### config.mk
export PLATFORM = sky130hd
export DESIGN_NAME = apb_cfg_master
export DESIGN_NICKNAME = d
export VERILOG_FILES = /design/src/rtl/apb_cfg_master.sv
export SDC_FILE = /design/constraint.sdc
export NUM_CORES = 1
export LEC_CHECK = 0
export CAP_MARGIN = 20
export CORE_MARGIN = 3
export CORE_UTILIZATION = 40
export DETAILED_ROUTE_END_ITERATION = 8
export PLACE_DENSITY = 0.8
export SYNTH_ARGS = -nofsm -noshare
export SYNTH_HDL_FRONTEND = slang
export SYNTH_SLANG_ARGS = --single-unit
export TNS_END_PERCENT = 10
### constraint.sdc
create_clock -name pclk -period 1.9 [get_ports pclk]
set_input_delay 0.38 -clock pclk [delete_from_list [all_inputs] [get_ports pclk]]
set_output_delay 0.38 -clock pclk [all_outputs]
set_load 0.02 [all_outputs]
### src/rtl/apb_cfg_master.sv
//==============================================================================
// Module   : apb_cfg_master
// Brief    : Single-outstanding APB initiator for the vending-machine config
//            bus. Define APB_MST_TIMEOUT_EN to enable the ACCESS-phase timeout.
// Revision : 1.0 - initial release
//==============================================================================
`default_nettype none

module apb_cfg_master #(
   parameter int ADDR_W         = 15,
   parameter int DATA_W         = 32,
   parameter int TIMEOUT_CYCLES = 255
) (
   input  logic              pclk,
   input  logic              prstn,
   input  logic              cmd_valid,
   output logic              cmd_ready,
   input  logic              cmd_write,
   input  logic [ADDR_W-1:0] cmd_addr,
   input  logic [DATA_W-1:0] cmd_wdata,
   output logic              rsp_valid,
   input  logic              rsp_ready,
   output logic [DATA_W-1:0] rsp_rdata,
   output logic              rsp_err,
   output logic              busy,
   output logic              psel,
   output logic              penable,
   output logic              pwrite,
   output logic [ADDR_W-1:0] paddr,
   output logic [DATA_W-1:0] pwdata,
   input  logic [DATA_W-1:0] prdata,
   input  logic              pready
);

   typedef enum logic [1:0] {
      ST_IDLE   = 2'd0,
      ST_SETUP  = 2'd1,
      ST_ACCESS = 2'd2,
      ST_TURN   = 2'd3
   } state_t;

   state_t              state_q, state_d;
   logic                psel_q, psel_d;
   logic                penable_q, penable_d;
   logic                pwrite_q, pwrite_d;
   logic [ADDR_W-1:0]   paddr_q, paddr_d;
   logic [DATA_W-1:0]   pwdata_q, pwdata_d;
   logic                rsp_valid_q, rsp_valid_d;
   logic [DATA_W-1:0]   rsp_rdata_q, rsp_rdata_d;
   logic                w_cmd_hs;
   logic                w_rsp_hs;

   // Out-of-range TIMEOUT_CYCLES leaves this marker in the elaborated tree.
   if ((TIMEOUT_CYCLES < 1) || (TIMEOUT_CYCLES > 65535)) begin : g_timeout_range_illegal
   end

`ifdef APB_MST_TIMEOUT_EN
   localparam logic [15:0] c_tmo_match = 16'(TIMEOUT_CYCLES - 1);

   logic                rsp_err_q, rsp_err_d;
   logic [15:0]         tmo_cnt_q, tmo_cnt_d;
`endif

   // A slave still holding pready from the previous transfer blocks new work.
   assign cmd_ready = (state_q == ST_IDLE) && !rsp_valid_q && !pready;
   assign w_cmd_hs  = cmd_valid && cmd_ready;
   assign w_rsp_hs  = rsp_valid_q && rsp_ready;
   assign busy      = (state_q != ST_IDLE) || rsp_valid_q;

   assign psel      = psel_q;
   assign penable   = penable_q;
   assign pwrite    = pwrite_q;
   assign paddr     = paddr_q;
   assign pwdata    = pwdata_q;
   assign rsp_valid = rsp_valid_q;
   assign rsp_rdata = rsp_rdata_q;
`ifdef APB_MST_TIMEOUT_EN
   assign rsp_err   = rsp_err_q;
`else
   assign rsp_err   = 1'b0;
`endif

   always_ff @(posedge pclk or negedge prstn) begin
      if (!prstn) begin
         state_q     <= ST_IDLE;
         psel_q      <= 1'b0;
         penable_q   <= 1'b0;
         pwrite_q    <= 1'b0;
         paddr_q     <= '0;
         pwdata_q    <= '0;
         rsp_valid_q <= 1'b0;
         rsp_rdata_q <= '0;
`ifdef APB_MST_TIMEOUT_EN
         rsp_err_q   <= 1'b0;
         tmo_cnt_q   <= '0;
`endif
      end else begin
         state_q     <= state_d;
         psel_q      <= psel_d;
         penable_q   <= penable_d;
         pwrite_q    <= pwrite_d;
         paddr_q     <= paddr_d;
         pwdata_q    <= pwdata_d;
         rsp_valid_q <= rsp_valid_d;
         rsp_rdata_q <= rsp_rdata_d;
`ifdef APB_MST_TIMEOUT_EN
         rsp_err_q   <= rsp_err_d;
         tmo_cnt_q   <= tmo_cnt_d;
`endif
      end
   end

   always_comb begin
      state_d     = state_q;
      psel_d      = psel_q;
      penable_d   = penable_q;
      pwrite_d    = pwrite_q;
      paddr_d     = paddr_q;
      pwdata_d    = pwdata_q;
      rsp_valid_d = rsp_valid_q;
      rsp_rdata_d = rsp_rdata_q;
`ifdef APB_MST_TIMEOUT_EN
      rsp_err_d   = rsp_err_q;
      tmo_cnt_d   = tmo_cnt_q;
`endif

      if (w_rsp_hs) begin
         rsp_valid_d = 1'b0;
      end

      case (state_q)
         ST_IDLE: begin
            if (w_cmd_hs) begin
               pwrite_d  = cmd_write;
               paddr_d   = cmd_addr;
               pwdata_d  = cmd_wdata;
               psel_d    = 1'b1;
               penable_d = 1'b0;
               state_d   = ST_SETUP;
            end
         end
         ST_SETUP: begin
            penable_d = 1'b1;
`ifdef APB_MST_TIMEOUT_EN
            tmo_cnt_d = '0;
`endif
            state_d   = ST_ACCESS;
         end
         ST_ACCESS: begin
            // pready is checked first so a completion on the limit cycle is not an error.
            if (pready) begin
               rsp_rdata_d = pwrite_q ? '0 : prdata;
               rsp_valid_d = 1'b1;
               psel_d      = 1'b0;
               penable_d   = 1'b0;
`ifdef APB_MST_TIMEOUT_EN
               rsp_err_d   = 1'b0;
`endif
               state_d     = ST_TURN;
            end
`ifdef APB_MST_TIMEOUT_EN
            else if (tmo_cnt_q == c_tmo_match) begin
               rsp_rdata_d = '0;
               rsp_err_d   = 1'b1;
               rsp_valid_d = 1'b1;
               psel_d      = 1'b0;
               penable_d   = 1'b0;
               state_d     = ST_TURN;
            end else begin
               tmo_cnt_d = tmo_cnt_q + 16'd1;
            end
`endif
         end
         ST_TURN: begin
            if (!pready) begin
               state_d = ST_IDLE;
            end
         end
         default: begin
            state_d = ST_IDLE;
         end
      endcase
   end

endmodule

`default_nettype wire

Yosys cells after proc, flatten, opt, wreduce, memory -nomap -nowiden
Index checks and enable logic that the tools add are counted.
W data, S select, Z words.
{ "op_classes": {"reduce_logical": 16, "n_eq_ne": 6, "n_mux": 13} }
{ "op_table": {"columns": ["operator", "count"], "rows": [
  ["$mux W32", 1],
  ["$reduce_and A3 Y1", 3],
  ["$pmux W2 S4", 1],
  ["$mux W1", 6],
  ["$mux W2", 3],
  ["$ne A2 B2 Y1 const B", 3],
  ["$eq A2 B2 Y1 const B", 2],
  ["$logic_and A1 B1 Y1", 4],
  ["$reduce_and A2 Y1", 2],
  ["$reduce_bool A2 Y1", 2],
  ["$pmux W1 S3", 1],
  ["$reduce_bool A3 Y1", 1],
  ["$eq A2 B1 Y1 const B", 1],
  ["$logic_not A1 Y1", 2],
  ["$logic_not A2 Y1", 1],
  ["$pmux W1 S2", 1],
  ["$logic_or A1 B1 Y1", 1]
]} }
{ "totals": {"input_bits": 85, "ff_bits": 85, "wordCells": 43, "out_inout_bits": 86} }

Depth between registers and ports, before layout
Gate-level depths: netlist (run 1).
{ "depth": {"ltp_word": 6, "depth_mapped": 7, "depth_no_buf": 5} }

Least setup slack after synthesis (run 1)
OpenSTA, ideal clock, no wires.
{ "synth_timing": {"path_kind": "reg-to-reg", "from": "register state_q[0]", "to": "register paddr_q[0] (netlist: paddr[0])", "arrival_time_ns": 1.584, "path_buffers": 2, "required_time_ns": 1.775, "path_slack_ns": 0.192, "path_stages_with_launch": 7, "cell_sequence": "dfrtp_1 > inv_1 > ha_1 > and4bb_2 > buf_2 > buf_2 > mux2_2"} }
{ "synth_via": {"elab_chain_cells": 5} }
{ "synth_lines": {"columns": ["item", "line_no", "source"], "rows": [
  ["start, declared", "42", "state_t state_q, state_d;"],
  ["start signal, assigned", "98", "state_q <= state_d;"],
  ["$logic_not A2 Y1 (*)", "65, 131", null],
  ["$logic_and A1 B1 Y1 (2 in series)", "65", "assign cmd_ready = (state_q == ST_IDLE) && !rsp_valid_q && !pready;"],
  ["$logic_and A1 B1 Y1", "66", "assign w_cmd_hs = cmd_valid && cmd_ready;"],
  ["$reduce_and A2 Y1 (no source line) (*)", null, null],
  ["end signal, assigned", "102", "paddr_q <= paddr_d;"],
  ["end, declared", "46", "logic [ADDR_W-1:0] paddr_q, paddr_d;"]
]} }
Mark *: on every way between the ends. The rest lies on a longest branch, timed or not.
A chain may end at the register's enable or synchronous reset.

Worst setup path in the final report (run 1)
{ "layout_timing": {"from": "register state_q[0]", "to": "output busy"} }
{ "layout_via": {"elab_chain_cells": 2} }
{ "layout_lines": {"columns": ["item", "line_no", "source"], "rows": [
  ["$reduce_bool A2 Y1", "68", "assign busy = (state_q != ST_IDLE) || rsp_valid_q;"],
  ["$logic_or A1 B1 Y1", "68", null],
  ["end, declared", "25", "output logic busy,"]
]} }
No other way between the ends.

==> flow_metrics.py, run 1 <==
metrics = {
    "sta": {
        "setup_viol": 0,
        "rsz0062_at_grt": "no",
        "min_period_ps": 1800,
        "slew_viol_final": 0,
        "fin_ws_ps": 96.1,
        "finalHoldViolations": 0,
        "period_share_pct": 94.9,
        "skew_ps": 13.3,
        "max_clock_freq_mhz": 554,
    },
    "logic_synthesis": {
        "syn_area_um2": 3430,
        "synth_area_leaders": "dfrtp_1, mux2_2, nand2b_1",
        "syn_avg_cell_area_um2": 12.6,
        "synthCells": 272,
        "synth_top_area_cell": "dfrtp_1",
        "ys.flop_type": "dfrtp_1",
        "synth.most_common_cell": "dfrtp_1",
        "synth_edf_count": 0,
        "async_flop_share_pct": 100,
        "ys_top_cells_by_count": "dfrtp_1, mux2_2, nand2_1",
        "yosysWarningCount": 0,
        "yosysSeqAreaShare_pct": 62.1,
        "synth_cell_type_count": 22,
        "synth_seq_cells": 85,
        "synth_nets": 362,
        "synth.top_cell.area_share_pct": 62.1,
    },
    "power_and_ir_drop": {
        "leakage_nw": 2.35,
        "peakVddDrop_mv": 0.899,
        "powerDensity_nw_per_um2": 1690,
    },
    "flow_run": {
        "max-cap-violations": 0,
    },
    "worst_setup_path": {
        "cp_max_fo": 3,
        "cp_data_required_time_ps": 1520,
        "critical_path_arrival_ps": 1420,
        "cp-end-kind": "primary output",
        "cp-start-kind": "flop",
        "path_class": "flop to primary output",
    },
    "cells_and_area": {
        "final_net_count": 537,
        "n_antenna_cell": 0,
        "drive_above_1_share_pct": 17.5,
        "syn2layout_area_growth_pct": 60.5,
        "fillCellCount": 660,
        "multi_input_area_um2": 1210,
        "final_cell_count_no_fill": 557,
        "seqCellArea_um2": 2130,
        "final_core_util_pct": 66.6,
    },
    "clock_tree": {
        "post-cts-setup-buffer-count": 0,
        "clk_latency_ps": 340,
        "cts_buffers": 9,
        "cts_sinks": 85,
        "tritoncts": "yes",
        "cts.clk_slew.worst_paths_ps": 70,
        "clockRootBuffer": "clkbuf_8",
        "h-tree-depth": 3,
        "clockBufferDepth": 2,
    },
    "route": {
        "routed_via_density": 4.69,
        "vias": 2615,
        "ant_nets": 0,
        "wirelength_um": 8010,
        "dr.first_iter.drc_count": 73,
        "wl_per_cell_um": 14.4,
        "drc": 0,
        "drtPass1Iterations": 4,
    },
    "floorplanning": {
        "fp.dieW_um": 98.5,
        "initial_core_util_pct": 41.5,
        "core_area_um2": 8260,
        "dieHeight_um": 98.5,
        "pin_count": 171,
        "fp.dieArea_um2": 9710,
        "num_rows": 33,
    },
    "place": {
        "dp_hpwl_um": 6160,
        "place.gp.congestion": 0.746,
        "place_ws_ps": -147,
        "port-buffer-count": 169,
        "dp_cells": 540,
    },
    "global_routing": {
        "grt_max_degree": 48,
        "grt_first_pass_wirelength_um": 13500,
        "antenna_found_initial": 0,
        "grt_pass1_vias": 2721,
        "grtUsageTotal_pct": 17.2,
        "globalRouteOverflowTotal": 0,
    },
    "hold_path": {
        "worstHoldPathType": "flop to flop",
    },
    "outcome": {
        "status": "completed",
    },
}
[final timing paths]
kind                              start            to  slack (ps)  cells past startpoint
setup / recovery             state_q[0]          busy         100                      4
hold / removal             rsp_rdata[3]  rsp_rdata[3]         480                      2
setup reg to reg             state_q[0]    pwdata[14]         140                      5
hold reg to reg            rsp_rdata[3]  rsp_rdata[3]         480                      2
max in group asynchronous         prstn     pwdata[4]         790                      3
min in group asynchronous         prstn  rsp_rdata[9]         530                      2
[where the power goes]
group / switching, W / leakage, nW / internal [W]
logic: 0.00231 / 1.20 / 0.00256
registers: 0.000459 / 1.05 / 0.00271
clock network: 0.000626 / 0.0995 / 0.000647
total: 0.00339 / 2.35 / 0.00592
[per-layer routing]
| metal | track usage [%] | part of all wire, % | up-vias |
|---|---|---|---|
| li1 | - | - | 1254 |
| met1 | 21.1 | 42 | 1250 |
| met2 | 28.9 | 49 | 102 |
| met3 | 5.87 | 7.9 | 9 |
| met4 | 5.04 | 1.1 | 0 |
| met5 | 0 | 0 | - |
[registers in the layout (all words and copies together) (netlist names)]
name and cells:
rsp_valid 1, rsp_rdata 32, paddr 15, penable 1, state_q 2, psel 1, pwdata 32, pwrite 1
[worst max-delay path, cell delays in order (launching register included)]
cell           delay (ps)
dfrtp_1               380
inv_1                 100
ha_2                  220
nand2_1                70
dlygate4sd2_1         320
[through the flow]
stage,total power (W),area (um2),hold WS [ps],TNS [ps]
after floorplan,0.00566,3430,84.4,0
after detailed placement,0.00816,5290,349,-5020
after global routing,0.00991,5500,513,0
final,0.00931,5500,482,0
after CTS,0.00945,5500,492,0
after global placement,0.00800,5290,341,-4110
[logic make-up (layout without fill, tap and decap cells)]
kind of cell	count (synthesis)	count (layout)	share of synthesized area, %
fa+ha+maj	5	5	1.83
other cells	1	1	0.109
compound gates	38	38	6.03
simple gates	72	72	10.8
buf+inv	21	201	2.63
flops	85	85	62.1
mux	50	50	16.5
[what timing repair did]
item / in CTS / in global routing
resized for setup: 4 / 2
endpoints found under the setup margin: 2 / 2
endpoints found under the hold margin: 29 / 0
hold buffers: 1 / 0
[layout by cell type, fill, tap and decap left out, drive strengths merged]
| cell | netlist | final |
|---|---|---|
| dfrtp | 85 | 85 |
| inv | 4 | 4 |
| nand2 | 35 | 35 |
| and4bb | 1 | 1 |
| dlygate4sd2 | 0 | 1 |
| clkdlybuf4s50 | 0 | 166 |
| conb | 1 | 1 |
| ha | 5 | 5 |
| clkinvlp | 0 | 1 |
| nor2 | 2 | 2 |
| o21ai | 33 | 33 |
| or3b | 1 | 1 |
| and2b | 1 | 1 |
| a211oi | 2 | 2 |
| dlygate4sd3 | 0 | 1 |
| clkinv | 0 | 3 |
| buf | 8 | 13 |
| a21oi | 1 | 1 |
| mux2 | 50 | 50 |
| a221o | 2 | 2 |
| clkbuf | 9 | 11 |
| nand2b | 32 | 32 |
| bufinv | 0 | 1 |
[area by class of cell]
cell class	instances	share of cell area, %
Tap cell	105	2.39
Clock inverter	5	1.09
Clock buffer	11	2.57
Sequential cell	85	38.7
Timing Repair Buffer	181	33.0
Inverter	4	0.273
Multi-Input combinational cell	166	22.0
No activity file was read; power rests on OpenSTA's default activity.
==> inputs of run 2 (changes only) <==
--- a/config.mk
+++ b/config.mk
@@ -10,6 +10,7 @@
 export CORE_UTILIZATION = 40
 export DETAILED_ROUTE_END_ITERATION = 8
 export PLACE_DENSITY = 0.8
+export RECOVER_POWER = 50
 export SYNTH_ARGS = -nofsm -noshare
 export SYNTH_HDL_FRONTEND = slang
 export SYNTH_SLANG_ARGS = --single-unit
==> run 2 against run 1 <==
Against the previous run:
- first-iteration DRC count is 6.8% lower
- clock power about the same
- sequential share of layout area increased by 0.14 points
- die area unchanged
- core utilization is 0.24 points lower
- register-to-register slack hardly changed
- global-route usage unchanged
==> flow_metrics.py, run 2 (synthesis gave the netlist of run 1 again) <==
metrics = {
    "power_and_ir_drop": {
        "leakage_nw": 2.35,
        "p_sw_w": 0.00339,
        "combPwrFrac_pct": 52.1,
        "switching_share_pct": 36.6,
        "cell_internal_pwr_w": 0.00588,
        "powerDensity_nw_per_um2": 1690,
        "peakVddDrop_mv": 0.898,
        "seq_power_share_pct": 34.2,
        "clockPowerShare_pct": 13.7,
    },
    "clock_tree": {
        "clockBufferDepth": 2,
        "post-cts-setup-buffer-count": 0,
        "cts.clk_slew.worst_paths_ps": 70,
        "clk_latency_ps": 340,
        "h-tree-depth": 3,
        "tritoncts": "yes",
        "cts_sinks": 85,
        "clockRootBuffer": "clkbuf_8",
        "cts_buffers": 9,
    },
    "worst_setup_path": {
        "cp-end-kind": "primary output",
        "path_class": "flop to primary output",
        "crit_chain": "inv_1 > ha_2 > nand2_1 > dlygate4sd2_1",
        "cp-start-kind": "flop",
        "cp_data_required_time_ps": 1520,
        "cp_max_fo": 3,
        "crit_slowest_cell": "dfrtp_1",
        "critical_path_arrival_ps": 1420,
        "max_stage_delay_ps": 380,
    },
    "global_routing": {
        "grt_pass1_vias": 2721,
        "antenna_found_initial": 0,
        "grt.met3_usage_pct": 5.87,
        "globalRouteOverflowTotal": 0,
        "grtUsageTotal_pct": 17.2,
        "grt_util_met2_pct": 28.9,
        "grt_max_degree": 48,
        "grt_busiest_layer": "met2",
        "use_met1_pct": 21.1,
        "grt_first_pass_wirelength_um": 13500,
    },
    "cells_and_area": {
        "drive_above_1_share_pct": 17.0,
        "final_core_util_pct": 66.3,
        "seqCellArea_um2": 2130,
        "final_net_count": 537,
        "syn2layout_area_growth_pct": 59.9,
        "final_cell_count_no_fill": 557,
        "final_common_cell": "clkdlybuf4s50_1",
        "final_cell_mix": "clkdlybuf4s50_1, dfrtp_1, mux2_2",
        "fillCellCount": 665,
        "n_antenna_cell": 0,
        "multi_input_area_um2": 1210,
    },
    "sta": {
        "finalHoldViolations": 0,
        "tightest_slew_ps": 774,
        "slew_viol_final": 0,
        "min_period_ps": 1800,
        "period_share_pct": 94.8,
        "relSlewSlack_pct": 48.4,
        "setup_viol": 0,
        "max_clock_freq_mhz": 555,
        "skew_ps": 13.3,
        "rsz0062_at_grt": "no",
    },
    "route": {
        "routed_via_density": 4.70,
        "wirelength_um": 8000,
        "ant_nets": 0,
        "drc": 0,
        "drtPass1Iterations": 4,
        "wl_per_cell_um": 14.4,
        "vias": 2618,
        "dr.first_iter.drc_count": 68,
    },
    "floorplanning": {
        "core_area_um2": 8260,
        "fp.dieArea_um2": 9710,
        "dieHeight_um": 98.5,
        "pin_count": 171,
        "fp.dieW_um": 98.5,
        "num_rows": 33,
        "initial_core_util_pct": 41.5,
    },
    "place": {
        "port-buffer-count": 169,
        "dp_cells": 540,
        "place.gp.congestion": 0.746,
        "dp_hpwl_um": 6160,
    },
    "outcome": {
        "status": "completed",
    },
    "flow_run": {
        "max-cap-violations": 0,
    },
    "hold_path": {
        "worstHoldPathType": "flop to flop",
    },
}
==> run 2: cell count changes in the layout (fill, tap and decap cells not counted), sizes merged <==
cell and change:
clkdlybuf4s50 -6, dlygate4sd3 +6, buf -4, clkbuf +4
==> run 2: cell type report <==
type / instances / share of cell area (%)
clock inverters: 5 / 1.10
clock buffers: 11 / 2.58
well taps: 105 / 2.40
inverters: 4 / 0.274
repair buffers: 181 / 32.7
flip-flops and latches: 85 / 38.8
multi-input cells: 166 / 22.1
==> run 2: critical path: cells and delay by family (launching register included) <==
family	cells	cell delay, ps
flip-flops	1	380
adder cells (fa/ha/maj)	1	210
AND/OR/NAND/NOR	1	70
buffers and inverters	2	420
==> run 2: per-layer routing <==
metal	wire length [um]	share of wire [%]
met1	3300	41
met2	3960	49
met3	647	8.1
met4	90	1.1
met5	0	0
==> run 2: final timing paths <==
kind                                    from            to  slack (ps)  depth (start not counted)
worst min-delay path            rsp_rdata[3]  rsp_rdata[3]         480                          2
worst min register to register  rsp_rdata[3]  rsp_rdata[3]         480                          2
max in group asynchronous              prstn     pwdata[4]         370                          3
worst max register to register    state_q[0]    pwdata[14]         140                          5
worst max-delay path              state_q[0]          busy         100                          4
min in group asynchronous              prstn  rsp_rdata[9]         670                          2
==> run 2: metrics by stage <==
step	power (W)	setup WS, ps	cell area, um2	hold slack (ps)	setup TNS [ps]
after floorplan	0.00566	192	3430	84.4	0
after global placement	0.00800	-115	5290	341	-4110
after detailed placement	0.00816	-147	5290	349	-5020
after CTS	0.00945	10.0	5500	492	0
after global routing	0.00986	19.6	5480	510	0
final	0.00926	99.1	5480	482	0
==> run 2: power groups by stage <==
stage	Clock [W]	Combinational, W	Sequential (W)
3_5_place_dp	0	0.00495	0.00322
2_1_floorplan	0	0.00136	0.00430
4_1_cts	0.00132	0.00495	0.00318
6_report	0.00127	0.00483	0.00317
3_3_place_gp	0	0.00484	0.00316
5_1_grt	0.00139	0.00518	0.00330
==> run 2: timing repair <==
item / in CTS / in global routing
endpoints found under the setup margin: 2 / 2
hold buffers: 1 / 0
hold endpoints to repair: 29 / 0
pin swaps: 0 / 0
resized for setup: 4 / 2
==> inputs of run 3 (changes only) <==
--- a/config.mk
+++ b/config.mk
@@ -9,8 +9,10 @@
 export CORE_MARGIN = 3
 export CORE_UTILIZATION = 40
 export DETAILED_ROUTE_END_ITERATION = 8
+export GPL_TIMING_DRIVEN = 0
 export PLACE_DENSITY = 0.8
 export RECOVER_POWER = 50
+export SKIP_LAST_GASP = 1
 export SYNTH_ARGS = -nofsm -noshare
 export SYNTH_HDL_FRONTEND = slang
 export SYNTH_SLANG_ARGS = --single-unit
==> run 3 against run 2 <==
Against the previous run:
- the run now ends with negative setup slack left
- highest routed layer unchanged
- setup slack got worse by 110 ps
- total power fell by 2.9%
- clock-buffer cell count fell by 1
- non-clock buffer count rose by 6
- first-iteration DRC count rose by 8.8%
- clock skew fell by 3.3 ps
==> flow_metrics.py, run 3 (synthesis gave the netlist of run 1 again) <==
metrics = {
    "worst_setup_path": {
        "cp_max_fo": 6,
        "cp-end-kind": "primary output",
        "path_class": "flop to primary output",
        "critical_path_arrival_ps": 1530,
        "cp-start-kind": "flop",
        "cp_data_required_time_ps": 1520,
    },
    "power_and_ir_drop": {
        "switching_share_pct": 37.4,
        "p_sw_w": 0.00336,
        "seq_power_share_pct": 35.7,
        "cell_internal_pwr_w": 0.00563,
        "clockPowerShare_pct": 11.7,
        "combPwrFrac_pct": 52.7,
        "peakVddDrop_mv": 0.812,
        "leakage_nw": 2.35,
        "powerDensity_nw_per_um2": 1660,
    },
    "sta": {
        "setup_viol": 1,
        "min_period_ps": 1910,
        "fin_ws_ps": -7.00,
        "relSlewSlack_pct": 31.6,
        "tightest_slew_ps": 1030,
        "finalHoldViolations": 0,
        "slew_viol_final": 0,
        "max_clock_freq_mhz": 524,
        "setup-tns-final_ps": -7.00,
        "skew_ps": 9.94,
        "hold_ws_ps": 208,
        "rsz0062_at_grt": "yes",
        "period_share_pct": 100,
    },
    "floorplanning": {
        "initial_core_util_pct": 41.5,
        "core_area_um2": 8260,
        "num_rows": 33,
        "pin_count": 171,
        "dieHeight_um": 98.5,
        "fp.dieW_um": 98.5,
        "fp.dieArea_um2": 9710,
    },
    "cells_and_area": {
        "final_cell_count_no_fill": 560,
        "drive_above_1_share_pct": 17.8,
        "n_antenna_cell": 0,
        "final_cell_mix": "clkdlybuf4s50_1, dfrtp_1, mux2_2",
        "fillCellCount": 661,
        "final_net_count": 543,
        "syn2layout_area_growth_pct": 58.5,
        "final_common_cell": "clkdlybuf4s50_1",
        "fin_area_um2": 5430,
    },
    "place": {
        "dp_cells": 547,
        "dp_hpwl_um": 6420,
        "place.gp.congestion": 0.751,
        "port-buffer-count": 169,
        "place_area_um2": 5270,
    },
    "clock_tree": {
        "cts_hold_buf": 0,
        "tritoncts": "yes",
        "h-tree-depth": 3,
        "cts_sinks": 85,
        "clockRootBuffer": "clkbuf_8",
        "cts_buffers": 9,
        "clockBufferDepth": 2,
        "clk_latency_ps": 340,
        "cts.clk_slew.worst_paths_ps": 80,
    },
    "outcome": {
        "status": "complete, but fails checks",
        "violations": "negative setup slack",
    },
    "global_routing": {
        "grtUsageTotal_pct": 17.6,
        "globalRouteOverflowTotal": 0,
        "antenna_found_initial": 0,
        "grt_pass1_vias": 2804,
        "grt_max_degree": 44,
        "grt_first_pass_wirelength_um": 13700,
    },
    "route": {
        "wirelength_um": 8330,
        "routed_via_density": 4.72,
        "drc": 0,
        "ant_nets": 0,
        "drtPass1Iterations": 4,
        "dr.first_iter.drc_count": 74,
        "vias": 2644,
        "wl_per_cell_um": 14.9,
    },
    "hold_path": {
        "worstHoldPathType": "primary input to async pin",
    },
    "flow_run": {
        "max-cap-violations": 0,
    },
}
## run 3: cell count changes in the layout (fill, tap and decap cells not counted), moves of 2 or more
cell | before | now
buf_12 | 2 | 0
clkinv_2 | 1 | 3
clkbuf_2 | 3 | 6
buf_2 | 1 | 4
clkdlybuf4s50_1 | 160 | 142
buf_4 | 5 | 3
clkinv_4 | 2 | 0
dlygate4sd3_1 | 7 | 24
clkbuf_1 | 2 | 4
## run 3: worst paths after layout
path                               from  slack, ps       endpoint  cells after the start
setup / recovery             state_q[1]         -7      cmd_ready                      5
hold / removal                    prstn        210  rsp_rdata[11]                      1
setup reg to reg             state_q[1]         30     pwdata[18]                      6
hold reg to reg            rsp_rdata[1]        480   rsp_rdata[1]                      2
max in group asynchronous         prstn        470      pwdata[1]                      2
min in group pclk          rsp_rdata[1]        480   rsp_rdata[1]                      2
## run 3: per-layer routing
layer / wire (um) / global-route usage (%) / vias to the layer above
met3: 701 / 6.94 / 12
met5: 0 / 0 / -
met4: 124 / 4.83 / 0
met2: 3990 / 29.0 / 108
li1: - / - / 1266
met1: 3510 / 21.6 / 1258
## run 3: power by group through the flow
| stage | sequential [W] | combinational [W] | clock, W |
|---|---|---|---|
| global placement | 0.00321 | 0.00475 | 0 |
| global route | 0.00334 | 0.00507 | 0.00117 |
| finish | 0.00321 | 0.00474 | 0.00105 |
| floorplan | 0.00430 | 0.00136 | 0 |
| detailed placement | 0.00325 | 0.00485 | 0 |
| CTS | 0.00323 | 0.00489 | 0.00109 |
## run 3: area by class of cell
| type | count | area [um2] | area share, % |
|---|---|---|---|
| Tap cell | 105 | 131 | 2.42 |
| Multi-Input combinational cell | 166 | 1220 | 22.5 |
| Sequential cell | 85 | 2130 | 39.2 |
| Timing Repair Buffer | 170 | 1690 | 31.2 |
| Clock buffer | 10 | 138 | 2.54 |
| Inverter | 4 | 15.0 | 0.277 |
| Clock inverter | 3 | 15.0 | 0.277 |
| Buffer | 17 | 86.3 | 1.59 |
## run 3: through the flow
stage | setup slack (ps) | power (W) | util (%)
floorplan | 192 | 0.00566 | -
CTS | -28.3 | 0.00921 | 65.8
finish | -7.00 | 0.00899 | 65.7
global route | -114 | 0.00958 | 65.7
global placement | -2530 | 0.00797 | 63.6
detailed placement | -287 | 0.00811 | 63.8
## run 3: critical path, stage by stage, from the launching register on
cell and delay [ps]:
dfrtp_2 450, inv_1 120, ha_4 180, nand2_1 90, nor2_1 90, clkdlybuf4s15_2 270
## run 3: repair_timing
item                                    CTS  global route
buffers inserted                          0             0
resized for setup                        10             9
endpoints found under the setup margin   53            75
cloned                                    0             0
